### config.mk
export PLATFORM = sky130hd
export DESIGN_NAME = vga_timing
export DESIGN_NICKNAME = d
export VERILOG_FILES = /design/src/rtl/vga_timing.sv
export SDC_FILE = /design/constraint.sdc
export NUM_CORES = 1
export LEC_CHECK = 0
export ABC_AREA = 1
export ABC_CLOCK_PERIOD_IN_PS = 5100
export BUFFER_PORTS_ARGS = -buffer_cell sky130_fd_sc_hd__buf_2
export CAP_MARGIN = 10
export CORE_MARGIN = 2
export CORE_UTILIZATION = 57
export CTS_CLUSTER_DIAMETER = 80
export DETAILED_ROUTE_END_ITERATION = 10
export PLACE_DENSITY = 0.8
export SYNTH_ARGS = -nofsm -noshare
export SYNTH_HDL_FRONTEND = slang
export SYNTH_SLANG_ARGS = --single-unit
### constraint.sdc
create_clock -name clk -period 5.1 [get_ports clk]
set_input_delay 1.275 -clock clk [delete_from_list [all_inputs] [get_ports clk]]
set_output_delay 1.275 -clock clk [all_outputs]
set_load 0.05 [all_outputs]
### src/rtl/vga_timing.sv
// vga_timing: raster position counters with registered sync/blank strobes and a frame-start pulse.
//   clk          pixel clock, rising edge
//   rst          asynchronous active-low reset
//   hcount_out   current pixel 0..H_TOTAL-1
//   vcount_out   current line 0..V_TOTAL-1
//   hsync_out    horizontal sync, SYNC_ACTIVE inside the sync window
//   vsync_out    vertical sync, SYNC_ACTIVE inside the sync window
//   hblnk_out    1 outside the active pixels
//   vblnk_out    1 outside the active lines
//   frame_start  one-cycle pulse when the raster wraps to (0,0)
module vga_timing #(
    parameter int   H_ACTIVE    = 1024,
    parameter int   H_FP        = 24,
    parameter int   H_SYNC      = 136,
    parameter int   H_BP        = 160,
    parameter int   V_ACTIVE    = 768,
    parameter int   V_FP        = 3,
    parameter int   V_SYNC      = 6,
    parameter int   V_BP        = 29,
    parameter logic SYNC_ACTIVE = 1'b1
) (
    input  logic        clk,
    input  logic        rst,
    output logic [10:0] vcount_out,
    output logic [10:0] hcount_out,
    output logic        vsync_out,
    output logic        vblnk_out,
    output logic        hsync_out,
    output logic        hblnk_out,
    output logic        frame_start
);
    localparam int H_TOTAL = H_ACTIVE + H_FP + H_SYNC + H_BP;
    localparam int V_TOTAL = V_ACTIVE + V_FP + V_SYNC + V_BP;
    localparam logic [10:0] H_LAST = 11'(H_TOTAL - 1);
    localparam logic [10:0] H_BLNK = 11'(H_ACTIVE);
    localparam logic [10:0] H_SS   = 11'(H_ACTIVE + H_FP);
    localparam logic [10:0] H_SE   = 11'(H_ACTIVE + H_FP + H_SYNC - 1);
    localparam logic [10:0] V_LAST = 11'(V_TOTAL - 1);
    localparam logic [10:0] V_BLNK = 11'(V_ACTIVE);
    localparam logic [10:0] V_SS   = 11'(V_ACTIVE + V_FP);
    localparam logic [10:0] V_SE   = 11'(V_ACTIVE + V_FP + V_SYNC - 1);

    generate
        if (H_TOTAL > 2048 || V_TOTAL > 2048) begin : g_bad_totals
            $error("vga_timing: H_TOTAL and V_TOTAL must not exceed 2048");
        end
    endgenerate

    logic [10:0] r_h, r_v;
    logic        r_hsync, r_vsync, r_hblnk, r_vblnk, r_fs;
    logic        w_h_wrap;
    logic [10:0] w_h_next, w_v_next;

    // Out-of-range counts (e.g. upsets) also take the wrap path, so they clear on the next edge.
    always_comb begin
        w_h_wrap = r_h >= H_LAST;
        w_h_next = w_h_wrap ? 11'd0 : r_h + 11'd1;
        w_v_next = (r_v > V_LAST) ? 11'd0 :
                   !w_h_wrap      ? r_v   :
                   (r_v == V_LAST) ? 11'd0 : r_v + 11'd1;
    end

    // Strobes are decoded from the next count so they land in the same cycle as the count they describe.
    always_ff @(posedge clk or negedge rst) begin
        if (!rst) begin
            r_h     <= '0;
            r_v     <= '0;
            r_hblnk <= 1'b0;
            r_vblnk <= 1'b0;
            r_hsync <= ~SYNC_ACTIVE;
            r_vsync <= ~SYNC_ACTIVE;
            r_fs    <= 1'b0;
        end else begin
            r_h     <= w_h_next;
            r_v     <= w_v_next;
            r_hblnk <= w_h_next >= H_BLNK;
            r_vblnk <= w_v_next >= V_BLNK;
            r_hsync <= (w_h_next >= H_SS && w_h_next <= H_SE) ? SYNC_ACTIVE : ~SYNC_ACTIVE;
            r_vsync <= (w_v_next >= V_SS && w_v_next <= V_SE) ? SYNC_ACTIVE : ~SYNC_ACTIVE;
            r_fs    <= w_h_next == 11'd0 && w_v_next == 11'd0;
        end
    end

    assign hcount_out  = r_h;
    assign vcount_out  = r_v;
    assign hblnk_out   = r_hblnk;
    assign vblnk_out   = r_vblnk;
    assign hsync_out   = r_hsync;
    assign vsync_out   = r_vsync;
    assign frame_start = r_fs;
endmodule

* Word-level counts from Yosys, hierarchy flattened
Index checks and enable logic that the tools add are counted.
Cells by class: add/subtract/negate cells 2, $mul 0, div/mod/pow operators 0, magnitude comparators 8, eq/ne operators 1, shift operators 0, mux-type cells 6, bitwise logic cells 0, reductions and logical operators 5
Operators by type and width (count):
- 11-bit two-way mux | 4
- 11-bit >= comparator, second input constant | 3
- 11-bit by 1-bit adder with 11-bit output, second input constant | 2
- 11-bit by 10-bit >= comparator with 1-bit output, second input constant | 2
- 11-bit zero test | 2
- 11-bit by 10-bit == test with 1-bit output, second input constant | 1
- 11-bit by 10-bit > comparator with 1-bit output, second input constant | 1
- 11-bit by 10-bit less-or-equal comparator with 1-bit output, second input constant | 1
- 11-bit less-or-equal comparator, second input constant | 1
- 1-bit logical AND | 3
- 1-bit two-way mux | 2
Storage, ports and cells: flip-flop bits (word level) 27, bits in latches 0, memory bits (writable) 0, ROM bits 0, output and inout bits 27, word-level logic and storage cells 29, memories 0

* Depth between registers and ports, before layout
word-level depth 7, depth in mapped cells 14, gate-level depth less buffers 13

* Worst setup path before layout
No wires, ideal clock.
path kind register to output, from reg r_h[10], in the netlist hcount_out[10], to out hcount_out[10], data arrival time 0.957 ns, path slack 2.868 ns, stages on the path, launching flop included 2, path through dfrtp_1 buf_4
RTL lines:
- from (decl) | line 49 | logic [10:0] r_h, r_v;
- from (signal assigned) | line 74 | r_h <= w_h_next;
- to (decl) | line 25 | output logic [10:0] hcount_out,
No word-level cell between the ends.

* Worst setup path in the final report
from reg r_h[0], in the netlist hcount_out[0], to out hcount_out[0]
No word-level cell between the ends.

==> results.txt <==
The flow ran to the end, and the final reports show no timing, DRC or antenna violations. The top-level I/O count came out at 29. The maximum number of pins on one net before global-route repair is 27. The transition time at the pin with the least slew margin came out at 0.5956 ns. Of all cell types, the one taking the most synthesized area is sky130_fd_sc_hd__dfrtp_1. Yosys attributes the largest share of cell area to sky130_fd_sc_hd__dfrtp_1, sky130_fd_sc_hd__nand2_1, sky130_fd_sc_hd__inv_1.

The first routing iteration left 46 violations. The post-synthesis average cell area came out at 6.687 um2. After clock tree synthesis, the clock-pin slew on the worst setup and hold paths is 0.13 ns.

The arrival time at the worst endpoint came out at 1.17 ns. The floorplan has 20 rows. The half-perimeter wire length after placement is 3.191 mm. 0 antenna diodes ended up in the layout. The dominant cell by count in the synthesized netlist is sky130_fd_sc_hd__nand2_1. The starting utilization of the core area came out at 0.5996.

The number of buffers created by CTS came out at 3. The per-cell via count in the routed design is 4.977. The synthesized instance count is 276. Counting every net in the synthesized netlist gives 281.

The count of fill cells added during filler insertion came out at 305. The number of levels the H-tree was split into is 1. The post-route clock period utilization is 0.4784. Global routing finished with a remaining overflow of 0. The detailed-route wire length per cell came out at 11.74 um. The global-route total usage across every layer came out at 0.2466.

The signal on the critical path passes through buf_2. The worst setup path is captured at a primary output. The sequential standard cell area came out at 650.6 um2. The tightest min-delay check is of the flop to flop type. In this run the static leakage power is 1.266 nW. The synthesized design contains 26 register bits. The number of flops mapped to enable cells by yosys is 0. Setup repair after global routing left no endpoint under its margin.

The final weighted congestion in routability-driven placement came out at 0.8884. The post-detailed-routing wire length came out at 4.061 mm. The global-route wire length before repair is 6.817 mm.

In the final timing run, aggregate negative setup slack is 0 ns. In this run the worst setup path begins at hcount_out[0]. On the final layout, the worst clock skew is 0.01030 ns.

The number of instances resized during post-cts repair is 0. The number of setup violations in the final report came out at 0. The worst slew slack as a fraction of its limit is 0.6025.

The maximum clock frequency came out at 409.8 MHz. The share of post-route cells with drive strength above 1 came out at 0.1589. Input and output buffers added on the ports amount to 28.

The clock passes through at most 2 buffers. The TritonCTS sink count came out at 26. The largest voltage drop on the vdd net is 0.0001304 V.

The share of the synthesized area in the top cell type came out at 0.3525. For this run, the leading register cell type out of synthesis is sky130_fd_sc_hd__dfrtp_1. After synthesis the cells add up to 0.001846 mm2. The data required time of the worst path came out at 3.83 ns. The async set or reset register ratio after synthesis came out at 1.000.

The launching element type of the critical path is a flop. The via count of the first global-routing pass is 1491. For this run, the register share of the synthesized area comes to 0.3525.

The tool flagged a number of max-cap violations equal to 0. In this run the vertical extent of the chip is 60.90 um. The floorplan die width is 60.90 um. Sorting the synthesized cells by how often they occur yields sky130_fd_sc_hd__nand2_1, sky130_fd_sc_hd__inv_1, sky130_fd_sc_hd__nor2_1, sky130_fd_sc_hd__nand3_1, sky130_fd_sc_hd__dfrtp_1. The core region area is 0.003078 mm2.

The final hold violation count was 0. The number of setup buffers added after CTS is 0. The post-route core utilization came out at 0.6545. The register-to-register setup slack is 2.82 ns. The number of slew-limit violations in the final report came to 0. In this run the number of cells on the critical path is 1. The clock latency at the later pin of the worst-skew pair came out at 0.32 ns. The count of nets left with antenna violations once routing finished came out at 0.

The initial antenna violation count came to 0. The largest driver fanout on the critical path came out at 9. The path depth of the worst reg2reg path came out at 11.

The worst setup path category is flop to primary output. The endpoint of the worst register-to-register path is frame_start. Together, buffers and inverters on the worst path number 1. The multi-input combinational cells in the finished layout cover a total of 954.7 um2. CTS placed an instance of sky130_fd_sc_hd__clkbuf_4 at the clock tree root. The launch instance of the worst min-delay path is hcount_out[0]. The smallest clock period supported by the final layout is computed as 2.440 ns.

The number of hold buffers added after CTS is 0. The final route contains 1722 vias. The count of synthesis-stage warnings from yosys came out at 0. The die covers 0.003709 mm2. The peak per-stage delay on the critical path is 0.52 ns.

The area growth from synthesis to layout came out at 9.152%. The launch point of the worst reg-to-reg path is hcount_out[0]. Among all stages on the critical path, the largest delay is contributed by sky130_fd_sc_hd__dfrtp_1.

In the final design database the tool counted 309 nets. The final cell area excluding filler cells is 0.002014 mm2. The category of cells accounting for the largest share of critical-path delay is flip-flops.

The number of remaining DRC errors is 0. The final-layout worst hold slack is 0.6347 ns. The number of distinct library cells after synthesis came out at 32. The power per standard cell area is 149.8 mW/mm2. Summing all placed instances gives a cell area of 0.001992 mm2. The pre-antenna-repair detailed-routing pass consisted of 5 iterations.

In this run the worst setup path terminates at hcount_out[0]. TritonCTS built the clock tree.
-- logic make-up (layout without fill, tap and decap cells) --
group	after synthesis	count (layout)	share of synthesized area
buffers and inverters	56	82	0.1302
other	1	1	0.002032
XOR/XNOR	5	5	0.02373
AND/OR/NAND/NOR	170	170	0.4156
flip-flops	26	26	0.3525
adder cells (fa/ha/maj)	3	3	0.02034
AO/OA/AOI/OAI	15	15	0.05560
-- routing by layer --
| metal | wire [um] | track usage | part of all wire | vias up |
|---|---|---|---|---|
| met5 | 0 | 0 | 0 | - |
| met4 | 49 | 0.06522 | 0.012 | 0 |
| met3 | 201 | 0.02559 | 0.049 | 5 |
| met2 | 1754 | 0.3840 | 0.43 | 47 |
| met1 | 2055 | 0.3668 | 0.51 | 775 |
| li1 | - | - | - | 895 |
-- how the worst min path moves through the flow --
| stage | to | slack [ns] | cells past startpoint |
|---|---|---|---|
| after floorplan | hcount_out[0] | 0.81 | 1 |
| after global placement | hcount_out[0] | 0.61 | 1 |
| after detailed placement | hcount_out[0] | 0.61 | 1 |
| after CTS | hcount_out[0] | 0.63 | 1 |
| after global routing | hcount_out[0] | 0.66 | 1 |
| final | hcount_out[0] | 0.63 | 1 |
-- flip-flops by register name, summed over array words and instances (netlist names) --
register / flops
hcount_out: 11
vcount_out: 11
frame_start: 1
hsync_out: 1
vsync_out: 1
vblnk_out: 1
-- power by group --
group          internal, W  switching, W
Clock            0.0000277     0.0000575
Combinational   0.00000143    0.00000828
Sequential        0.000207   0.000000272
Total             0.000236     0.0000661
-- area by class of cell --
class                      count  share of cell area
clock buffer                   3             0.01118
inverter                      51             0.09503
multi-input combinational    194              0.4739
sequential                    26              0.3230
tap                           44             0.02733
timing repair buffer          28             0.06957
-- cells in the final DEF (no fill, tap or decap) --
cell / count
sky130_fd_sc_hd__conb_1: 1
sky130_fd_sc_hd__nor2_2: 3
sky130_fd_sc_hd__xor2_1: 4
sky130_fd_sc_hd__ha_1: 3
sky130_fd_sc_hd__nor2_1: 32
sky130_fd_sc_hd__o21ai_1: 2
sky130_fd_sc_hd__o31ai_1: 1
sky130_fd_sc_hd__nand2_4: 3
sky130_fd_sc_hd__nand3_2: 2
sky130_fd_sc_hd__nand3b_1: 3
sky130_fd_sc_hd__nor2_4: 2
sky130_fd_sc_hd__o21ai_0: 4
sky130_fd_sc_hd__o21bai_1: 1
sky130_fd_sc_hd__clkbuf_4: 3
sky130_fd_sc_hd__dfrtp_1: 26
sky130_fd_sc_hd__a211oi_1: 1
sky130_fd_sc_hd__buf_2: 28
sky130_fd_sc_hd__a21boi_4: 1
sky130_fd_sc_hd__nand2_1: 87
sky130_fd_sc_hd__nor3_1: 1
sky130_fd_sc_hd__inv_1: 50
sky130_fd_sc_hd__o211ai_1: 1
sky130_fd_sc_hd__and2_1: 1
sky130_fd_sc_hd__nand4_1: 5
sky130_fd_sc_hd__o21ai_2: 1
sky130_fd_sc_hd__a21oi_1: 3
sky130_fd_sc_hd__nand2_2: 4
sky130_fd_sc_hd__inv_2: 1
sky130_fd_sc_hd__nand3_1: 27
sky130_fd_sc_hd__xnor2_1: 1
-- through the flow --
| stage | power, W | setup WS, ns | instances |
|---|---|---|---|
| final | 0.0003018 | 2.660 | 346 |
| after global routing | 0.0003128 | 2.561 | 346 |
| after CTS | 0.0003054 | 2.657 | 346 |
| after detailed placement | 0.0002209 | 2.877 | 343 |
| after global placement | 0.0002208 | 2.848 | 343 |
| after floorplan | 0.0002154 | 2.868 | 276 |
No activity file was read; power rests on OpenSTA's default activity.
